[src/rtl/segre_mem_arbiter.sv]
// segre_mem_arbiter
//
// Shares one unified memory port between instruction fetch (IF) and the
// load/store unit (LSU). Builds byte enables and replicated write data for
// LSU stores, aligns and extends LSU load data, and traps misaligned LSU
// accesses locally so that they never reach memory.
//
// Ports:
//   clk_i, rst_i          clock, synchronous active-high reset
//   if_req_i/if_addr_i    fetch request and word-aligned fetch address
//   if_gnt_o              one-cycle fetch grant (combinational, IDLE only)
//   if_valid_o/if_rdata_o one-cycle fetch completion with instruction word
//   lsu_req_i ...         data request with address, store data, rd/wr,
//                         access size and sign-extend control
//   lsu_gnt_o             one-cycle data grant (combinational, IDLE only)
//   lsu_valid_o           one-cycle completion for loads, stores, no-ops
//   lsu_rdata_o           extended load data, 0 for stores and no-ops
//   lsu_misaligned_o      qualifies lsu_valid_o: access was trapped
//   mem_*                 unified memory port; mem_ready_i ends an access
//
// Handshake: a requester raises req with a stable payload and keeps both
// until it sees its gnt pulse; the payload is latched on the grant edge and
// later changes are ignored. Completion is a single-cycle valid pulse one
// cycle after the memory reports mem_ready_i (or one cycle after the grant
// for trapped/no-op LSU accesses). Memory side: mem_req_o stays high with a
// stable command until the cycle where mem_ready_i is sampled high.

package segre_mem_arbiter_pkg;
  typedef enum logic [1:0] {
    BYTE = 2'd0,
    HALF = 2'd1,
    WORD = 2'd2
  } memop_data_type_e;
endpackage

module segre_mem_arbiter
  import segre_mem_arbiter_pkg::*;
#(
  parameter int WORD_SIZE = 32
) (
  input  logic                 clk_i,
  input  logic                 rst_i,
  // instruction fetch
  input  logic                 if_req_i,
  input  logic [WORD_SIZE-1:0] if_addr_i,
  output logic                 if_gnt_o,
  output logic                 if_valid_o,
  output logic [WORD_SIZE-1:0] if_rdata_o,
  // load/store unit
  input  logic                 lsu_req_i,
  input  logic [WORD_SIZE-1:0] lsu_addr_i,
  input  logic [WORD_SIZE-1:0] lsu_wdata_i,
  input  logic                 lsu_rd_i,
  input  logic                 lsu_wr_i,
  input  memop_data_type_e     lsu_type_i,
  input  logic                 lsu_sign_ext_i,
  output logic                 lsu_gnt_o,
  output logic                 lsu_valid_o,
  output logic [WORD_SIZE-1:0] lsu_rdata_o,
  output logic                 lsu_misaligned_o,
  // unified memory port
  output logic                 mem_req_o,
  output logic                 mem_we_o,
  output logic [WORD_SIZE-1:0] mem_addr_o,
  output logic [3:0]           mem_be_o,
  output logic [WORD_SIZE-1:0] mem_wdata_o,
  input  logic                 mem_ready_i,
  input  logic [WORD_SIZE-1:0] mem_rdata_i
);

  typedef enum logic [1:0] {
    IDLE     = 2'd0,
    BUSY_IF  = 2'd1,
    BUSY_LSU = 2'd2
  } state_e;

  state_e                 state_q, state_d;
  logic                   last_lsu_q, last_lsu_d;   // 0: IF served last
  logic                   mem_we_q, mem_we_d;
  logic [WORD_SIZE-1:0]   mem_addr_q, mem_addr_d;
  logic [3:0]             mem_be_q, mem_be_d;
  logic [WORD_SIZE-1:0]   mem_wdata_q, mem_wdata_d;
  logic [1:0]             lsu_off_q, lsu_off_d;
  memop_data_type_e       lsu_type_q, lsu_type_d;
  logic                   lsu_sext_q, lsu_sext_d;
  logic                   if_valid_q, if_valid_d;
  logic [WORD_SIZE-1:0]   if_rdata_q, if_rdata_d;
  logic                   lsu_valid_q, lsu_valid_d;
  logic [WORD_SIZE-1:0]   lsu_rdata_q, lsu_rdata_d;
  logic                   lsu_mis_q, lsu_mis_d;

  // Fetch addresses are word-aligned by contract; the low bits are dropped.
  logic unused_if_addr_bits;
  assign unused_if_addr_bits = ^if_addr_i[1:0];

  // ---------------------------------------------------------------------
  // Arbitration: the LSU wins when it is alone or when IF was served last.
  // ---------------------------------------------------------------------
  logic in_idle;
  logic lsu_wins;
  logic if_gnt;
  logic lsu_gnt;

  assign in_idle  = (state_q == IDLE) && !rst_i;
  assign lsu_wins = lsu_req_i && (!if_req_i || !last_lsu_q);
  assign lsu_gnt  = in_idle && lsu_wins;
  assign if_gnt   = in_idle && if_req_i && !lsu_wins;

  // ---------------------------------------------------------------------
  // LSU request decode: byte enables, lane-replicated store data, alignment.
  // ---------------------------------------------------------------------
  logic [1:0]           req_off;
  logic [3:0]           req_be;
  logic [WORD_SIZE-1:0] req_wdata;
  logic                 req_align_err;
  logic                 req_noop;
  logic                 req_trap;

  assign req_off = lsu_addr_i[1:0];

  always_comb begin
    req_be        = 4'b1111;
    req_wdata     = lsu_wdata_i;
    req_align_err = 1'b0;
    unique case (lsu_type_i)
      BYTE: begin
        req_be    = 4'b0001 << req_off;
        req_wdata = {4{lsu_wdata_i[7:0]}};
      end
      HALF: begin
        req_be        = 4'b0011 << req_off;
        req_wdata     = {2{lsu_wdata_i[15:0]}};
        req_align_err = req_off[0];
      end
      default: begin
        req_align_err = (req_off != 2'b00);
      end
    endcase
  end

  // Neither rd nor wr: completes like a trapped access but is not flagged.
  assign req_noop = !lsu_rd_i && !lsu_wr_i;
  assign req_trap = req_noop || req_align_err;

  // ---------------------------------------------------------------------
  // Load data: move the addressed lane down to bit 0, then extend.
  // ---------------------------------------------------------------------
  logic [WORD_SIZE-1:0] load_shifted;
  logic [WORD_SIZE-1:0] load_ext;

  assign load_shifted = mem_rdata_i >> {lsu_off_q, 3'b000};

  always_comb begin
    load_ext = mem_rdata_i;
    unique case (lsu_type_q)
      BYTE:    load_ext = {{24{lsu_sext_q & load_shifted[7]}}, load_shifted[7:0]};
      HALF:    load_ext = {{16{lsu_sext_q & load_shifted[15]}}, load_shifted[15:0]};
      default: load_ext = mem_rdata_i;
    endcase
  end

  // ---------------------------------------------------------------------
  // Next-state logic
  // ---------------------------------------------------------------------
  always_comb begin
    state_d     = state_q;
    last_lsu_d  = last_lsu_q;
    mem_we_d    = mem_we_q;
    mem_addr_d  = mem_addr_q;
    mem_be_d    = mem_be_q;
    mem_wdata_d = mem_wdata_q;
    lsu_off_d   = lsu_off_q;
    lsu_type_d  = lsu_type_q;
    lsu_sext_d  = lsu_sext_q;
    if_valid_d  = 1'b0;
    if_rdata_d  = if_rdata_q;
    lsu_valid_d = 1'b0;
    lsu_rdata_d = lsu_rdata_q;
    lsu_mis_d   = 1'b0;

    unique case (state_q)
      IDLE: begin
        if (lsu_gnt) begin
          last_lsu_d = 1'b1;
          if (req_trap) begin
            // Trapped or no-op access: answer locally next cycle, stay IDLE.
            lsu_valid_d = 1'b1;
            lsu_mis_d   = req_align_err && !req_noop;
            lsu_rdata_d = '0;
          end else begin
            state_d     = BUSY_LSU;
            mem_we_d    = lsu_wr_i;   // rd and wr together is a store
            mem_addr_d  = {lsu_addr_i[WORD_SIZE-1:2], 2'b00};
            mem_be_d    = req_be;
            mem_wdata_d = lsu_wr_i ? req_wdata : '0;
            lsu_off_d   = req_off;
            lsu_type_d  = lsu_type_i;
            lsu_sext_d  = lsu_sign_ext_i;
          end
        end else if (if_gnt) begin
          last_lsu_d  = 1'b0;
          state_d     = BUSY_IF;
          mem_we_d    = 1'b0;
          mem_addr_d  = {if_addr_i[WORD_SIZE-1:2], 2'b00};
          mem_be_d    = 4'b1111;
          mem_wdata_d = '0;
        end
      end
      BUSY_IF: begin
        if (mem_ready_i) begin
          state_d     = IDLE;
          if_valid_d  = 1'b1;
          if_rdata_d  = mem_rdata_i;
          mem_we_d    = 1'b0;
          mem_addr_d  = '0;
          mem_be_d    = 4'b0000;
          mem_wdata_d = '0;
        end
      end
      BUSY_LSU: begin
        if (mem_ready_i) begin
          state_d     = IDLE;
          lsu_valid_d = 1'b1;
          lsu_rdata_d = mem_we_q ? '0 : load_ext;
          mem_we_d    = 1'b0;
          mem_addr_d  = '0;
          mem_be_d    = 4'b0000;
          mem_wdata_d = '0;
        end
      end
      default: begin
        state_d = IDLE;
      end
    endcase
  end

  // ---------------------------------------------------------------------
  // State registers
  // ---------------------------------------------------------------------
  always_ff @(posedge clk_i) begin
    if (rst_i) begin
      state_q     <= IDLE;
      last_lsu_q  <= 1'b0;
      mem_we_q    <= 1'b0;
      mem_addr_q  <= '0;
      mem_be_q    <= 4'b0000;
      mem_wdata_q <= '0;
      lsu_off_q   <= 2'b00;
      lsu_type_q  <= BYTE;
      lsu_sext_q  <= 1'b0;
      if_valid_q  <= 1'b0;
      if_rdata_q  <= '0;
      lsu_valid_q <= 1'b0;
      lsu_rdata_q <= '0;
      lsu_mis_q   <= 1'b0;
    end else begin
      state_q     <= state_d;
      last_lsu_q  <= last_lsu_d;
      mem_we_q    <= mem_we_d;
      mem_addr_q  <= mem_addr_d;
      mem_be_q    <= mem_be_d;
      mem_wdata_q <= mem_wdata_d;
      lsu_off_q   <= lsu_off_d;
      lsu_type_q  <= lsu_type_d;
      lsu_sext_q  <= lsu_sext_d;
      if_valid_q  <= if_valid_d;
      if_rdata_q  <= if_rdata_d;
      lsu_valid_q <= lsu_valid_d;
      lsu_rdata_q <= lsu_rdata_d;
      lsu_mis_q   <= lsu_mis_d;
    end
  end

  // ---------------------------------------------------------------------
  // Outputs
  // ---------------------------------------------------------------------
  assign if_gnt_o         = if_gnt;
  assign lsu_gnt_o        = lsu_gnt;
  assign if_valid_o       = if_valid_q;
  assign if_rdata_o       = if_rdata_q;
  assign lsu_valid_o      = lsu_valid_q;
  assign lsu_rdata_o      = lsu_rdata_q;
  assign lsu_misaligned_o = lsu_mis_q;
  assign mem_req_o        = (state_q != IDLE);
  assign mem_we_o         = mem_we_q;
  assign mem_addr_o       = mem_addr_q;
  assign mem_be_o         = mem_be_q;
  assign mem_wdata_o      = mem_wdata_q;

endmodule

[config.mk]
export PLATFORM = sky130hd
export DESIGN_NAME = segre_mem_arbiter
export DESIGN_NICKNAME = d
export VERILOG_FILES = /design/src/rtl/segre_mem_arbiter.sv
export SDC_FILE = /design/constraint.sdc
export NUM_CORES = 1
export LEC_CHECK = 0
export ABC_AREA = 1
export BUFFER_PORTS_ARGS = -buffer_cell sky130_fd_sc_hd__buf_2
export CORE_MARGIN = 2
export CORE_UTILIZATION = 23
export CTS_CLUSTER_DIAMETER = 60
export CTS_CLUSTER_SIZE = 24
export DETAILED_ROUTE_END_ITERATION = 12
export GPL_TIMING_DRIVEN = 1
export PLACE_DENSITY_LB_ADDON = 0.08
export RECOVER_POWER = 50
export SYNTH_ARGS = -nofsm -noshare
export SYNTH_HDL_FRONTEND = slang
export SYNTH_SLANG_ARGS = --single-unit
[constraint.sdc]
create_clock -name clk_i -period 3.3 [get_ports clk_i]
set_clock_uncertainty 0.1 [all_clocks]
set_input_delay 0.165 -clock clk_i [delete_from_list [all_inputs] [get_ports clk_i]]
set_output_delay 0.165 -clock clk_i [all_outputs]
set_load 0.01 [all_outputs]
==> results.py <==
metrics = {
    "grt": {
        "grt_pass1_wl_um": 42100,
        "first_global_vias": 7489,
        "antenna_found_initial": 7,
        "grt_usage": 0.172,
        "grt_max_degree": 100,
        "grt.overflow.total": 0,
    },
    "placement": {
        "dpl.hpwl_um": 19100,
        "pre_cts_ws_ns": 0.799,
        "gp_congestion": 0.818,
        "port-buffer-count": 272,
    },
    "die": {
        "start_util": 0.233,
        "fp.dieW_um": 177,
        "fp-row-count": 63,
        "die_area_um2": 31400,
        "core-area_um2": 29600,
        "die_height_um": 177,
        "io_pins": 277,
    },
    "min_path": {
        "hp-start": "mem_rdata_i[13]",
        "hp-class": "primary input to register",
    },
    "synth": {
        "syn_avg_cell_area_um2": 6.53,
        "synth_seq_area_share": 0.412,
        "yosysWarnings": 0,
        "synth_top_area_share": 0.412,
        "synth_most_common_cell": "nand2_1",
        "synth_cells": 1056,
        "syn_area_um2": 6900,
        "ys_ff_latch": 142,
        "synthTopCellsByCount": "nand2_1, nor2_1, dfxtp_1, a21oi_1, o21ai_0",
        "synth_flop_cell": "dfxtp_1",
        "synth_edf_count": 0,
        "synthDistinctLibCells": 29,
        "yosys-top-cells-area": "dfxtp_1, nand2_1, nor2_1",
        "synth_top_cell_by_area": "dfxtp_1",
        "ys_async_sr_fraction": 0,
    },
    "worst_setup_path": {
        "critPathLaunch": "state_q[0]",
        "path_cells": "inv_1 > ha_1 > nand2_1 > nor2_4 > buf_4 > inv_1 > buf_12 > nor4_1 > nand2_1 > a21oi_1",
        "crit_required_ns": 3.55,
        "critPathKind": "register to register",
        "slowest_delay_ns": 0.42,
        "cp_top_family": "buffers and inverters",
        "start_kind": "register",
        "reg2reg_from": "state_q[0]",
        "cp_max_fo": 54,
        "cp.arrival_ns": 2.75,
        "cp_slowest_cell": "buf_4",
        "crit_buf_inv": 4,
        "end_kind": "register",
    },
    "sta": {
        "rsz0062_at_grt": "false",
        "hold_viol": 0,
        "period_share": 0.757,
        "fin_crit_ns": 2.50,
        "slew_viol_final": 0,
        "max_freq_ghz": 0.400,
        "setup_violations": 0,
        "fin_tns_setup_ns": 0,
        "maxSlewHeadroom": 0.396,
        "setup_ws_ns": 0.801,
        "timing.hold.ws_ns": 0.00592,
        "worstMarginPinSlew_ns": 0.902,
    },
    "cells_and_area": {
        "finalNetCount": 1469,
        "syn_to_final_growth_pct": 36.7,
        "fin_util": 0.319,
        "nFillCells": 3409,
        "drive_above_1_share": 0.149,
    },
    "power": {
        "p_per_area_nw_per_um2": 712,
        "vdd_drop_max_v": 0.000546,
        "leakage_nw": 3.84,
    },
    "detailed_routing": {
        "dr.pass1.iters": 6,
        "drtIter0Drc": 458,
        "drt-total-wl_um": 27300,
        "postRouteAntennaNets": 0,
        "vias": 7636,
        "via_per_inst": 4.41,
        "wl_per_cell_um": 15.8,
        "drc": 0,
    },
    "status": {
        "status": "complete, no violations",
    },
    "clock_network": {
        "cts.clk_slew.worst_paths_ns": 0.07,
        "numClockSinks": 142,
        "cts_root_buf": "clkbuf_16",
        "cts_setup_buffers": 0,
        "clock_latency_ns": 0.42,
        "tritoncts": "done",
        "ctsHtreeMaxLevel": 4,
        "cts_buffers": 17,
        "clk_path_buf_depth": 2,
    },
    "run": {
        "maxCapViolations": 0,
    },
}
[flip-flops by register name, summed over array words and instances (netlist names)]
| name | count |
|---|---|
| if_rdata_o | 32 |
| lsu_rdata_o | 32 |
| mem_wdata_o | 32 |
| mem_addr_o | 30 |
| mem_be_o | 4 |
| lsu_off_q | 2 |
| lsu_type_q | 2 |
| state_q | 2 |
| if_valid_o | 1 |
| last_lsu_q | 1 |
| lsu_misaligned_o | 1 |
| lsu_sext_q | 1 |
| lsu_valid_o | 1 |
| mem_we_o | 1 |
[final timing paths]
path	endpoint	slack [ns]	depth (start not counted)
worst min-delay path	if_rdata_o[13]	0.006	3
worst min register to register	lsu_rdata_o[24]	0.36	2
worst max register to register	mem_wdata_o[11]	0.80	10
worst max-delay path	mem_wdata_o[11]	0.80	10
[report_power, final]
group          switching [mW]  total [mW]  internal, mW
clock                   0.789        2.10          1.31
combinational            1.72        2.51         0.781
sequential              0.129        2.11          1.99
[cell families (layout without fill, tap and decap cells)]
kind of cell | count (synthesis) | in the layout | share of synthesized area
AO/OA/AOI/OAI | 241 | 241 | 0.183
adder cells (fa/ha/maj) | 3 | 3 | 0.00544
buffers and inverters | 133 | 416 | 0.0806
flip-flops | 142 | 142 | 0.412
other | 1 | 3 | 0.000544
AND/OR/NAND/NOR | 536 | 536 | 0.318
[worst register-to-register path: cells and delay by family (launching register included)]
kind / cells / cell delay [ns]
compound gates: 1 / 0.13
fa+ha+maj: 1 / 0.29
buf+inv: 4 / 0.92
flops: 1 / 0.33
simple gates: 4 / 0.65
[timing repair]
item | 4_1_cts | 5_1_grt
hold buffers | 45 | 0
resized for setup | 0 | 0
hold endpoints to repair | 45 | 0
[metal layers]
metal,wire (um),part of all wire,track usage
met5,57,0.0021,0
met3,1940,0.071,0.0464
met2,13000,0.48,0.292
met4,328,0.012,0.0448
met1,12000,0.44,0.216
[stage by stage]
step | instances | instance area, um^2 | power (mW)
6_report | 1731 | 9430 | 6.72
5_1_grt | 1730 | 9430 | 7.25
4_1_cts | 1730 | 9600 | 6.91
3_5_place_dp | 1654 | 8530 | 4.74
3_3_place_gp | 1654 | 8530 | 4.73
2_1_floorplan | 1057 | 6900 | 3.90
[final cells by class]
cell class                      count  area, um^2  area share
Antenna cell                        1        2.50    0.000265
Clock buffer                       22         464      0.0492
Clock inverter                      9         160      0.0170
Inverter                           54         203      0.0215
Multi-Input combinational cell    782        3500       0.371
Sequential cell                   142        2840       0.301
Tap cell                          390         488      0.0518
Timing Repair Buffer              331        1770       0.188
[placed cells by master (no fill, tap or decap), drive strengths merged, types with 6 or more instances in the layout]
cell type	n
nand3	57
nor4	16
o22ai	7
dlygate4sd3	45
a21oi	112
o21a	8
or2	8
inv	54
dfxtp	142
nor3	10
nand2	262
a31o	6
o21ai	105
clkbuf	157
buf	151
nor2	181
Power figures use the tool's default switching activity.
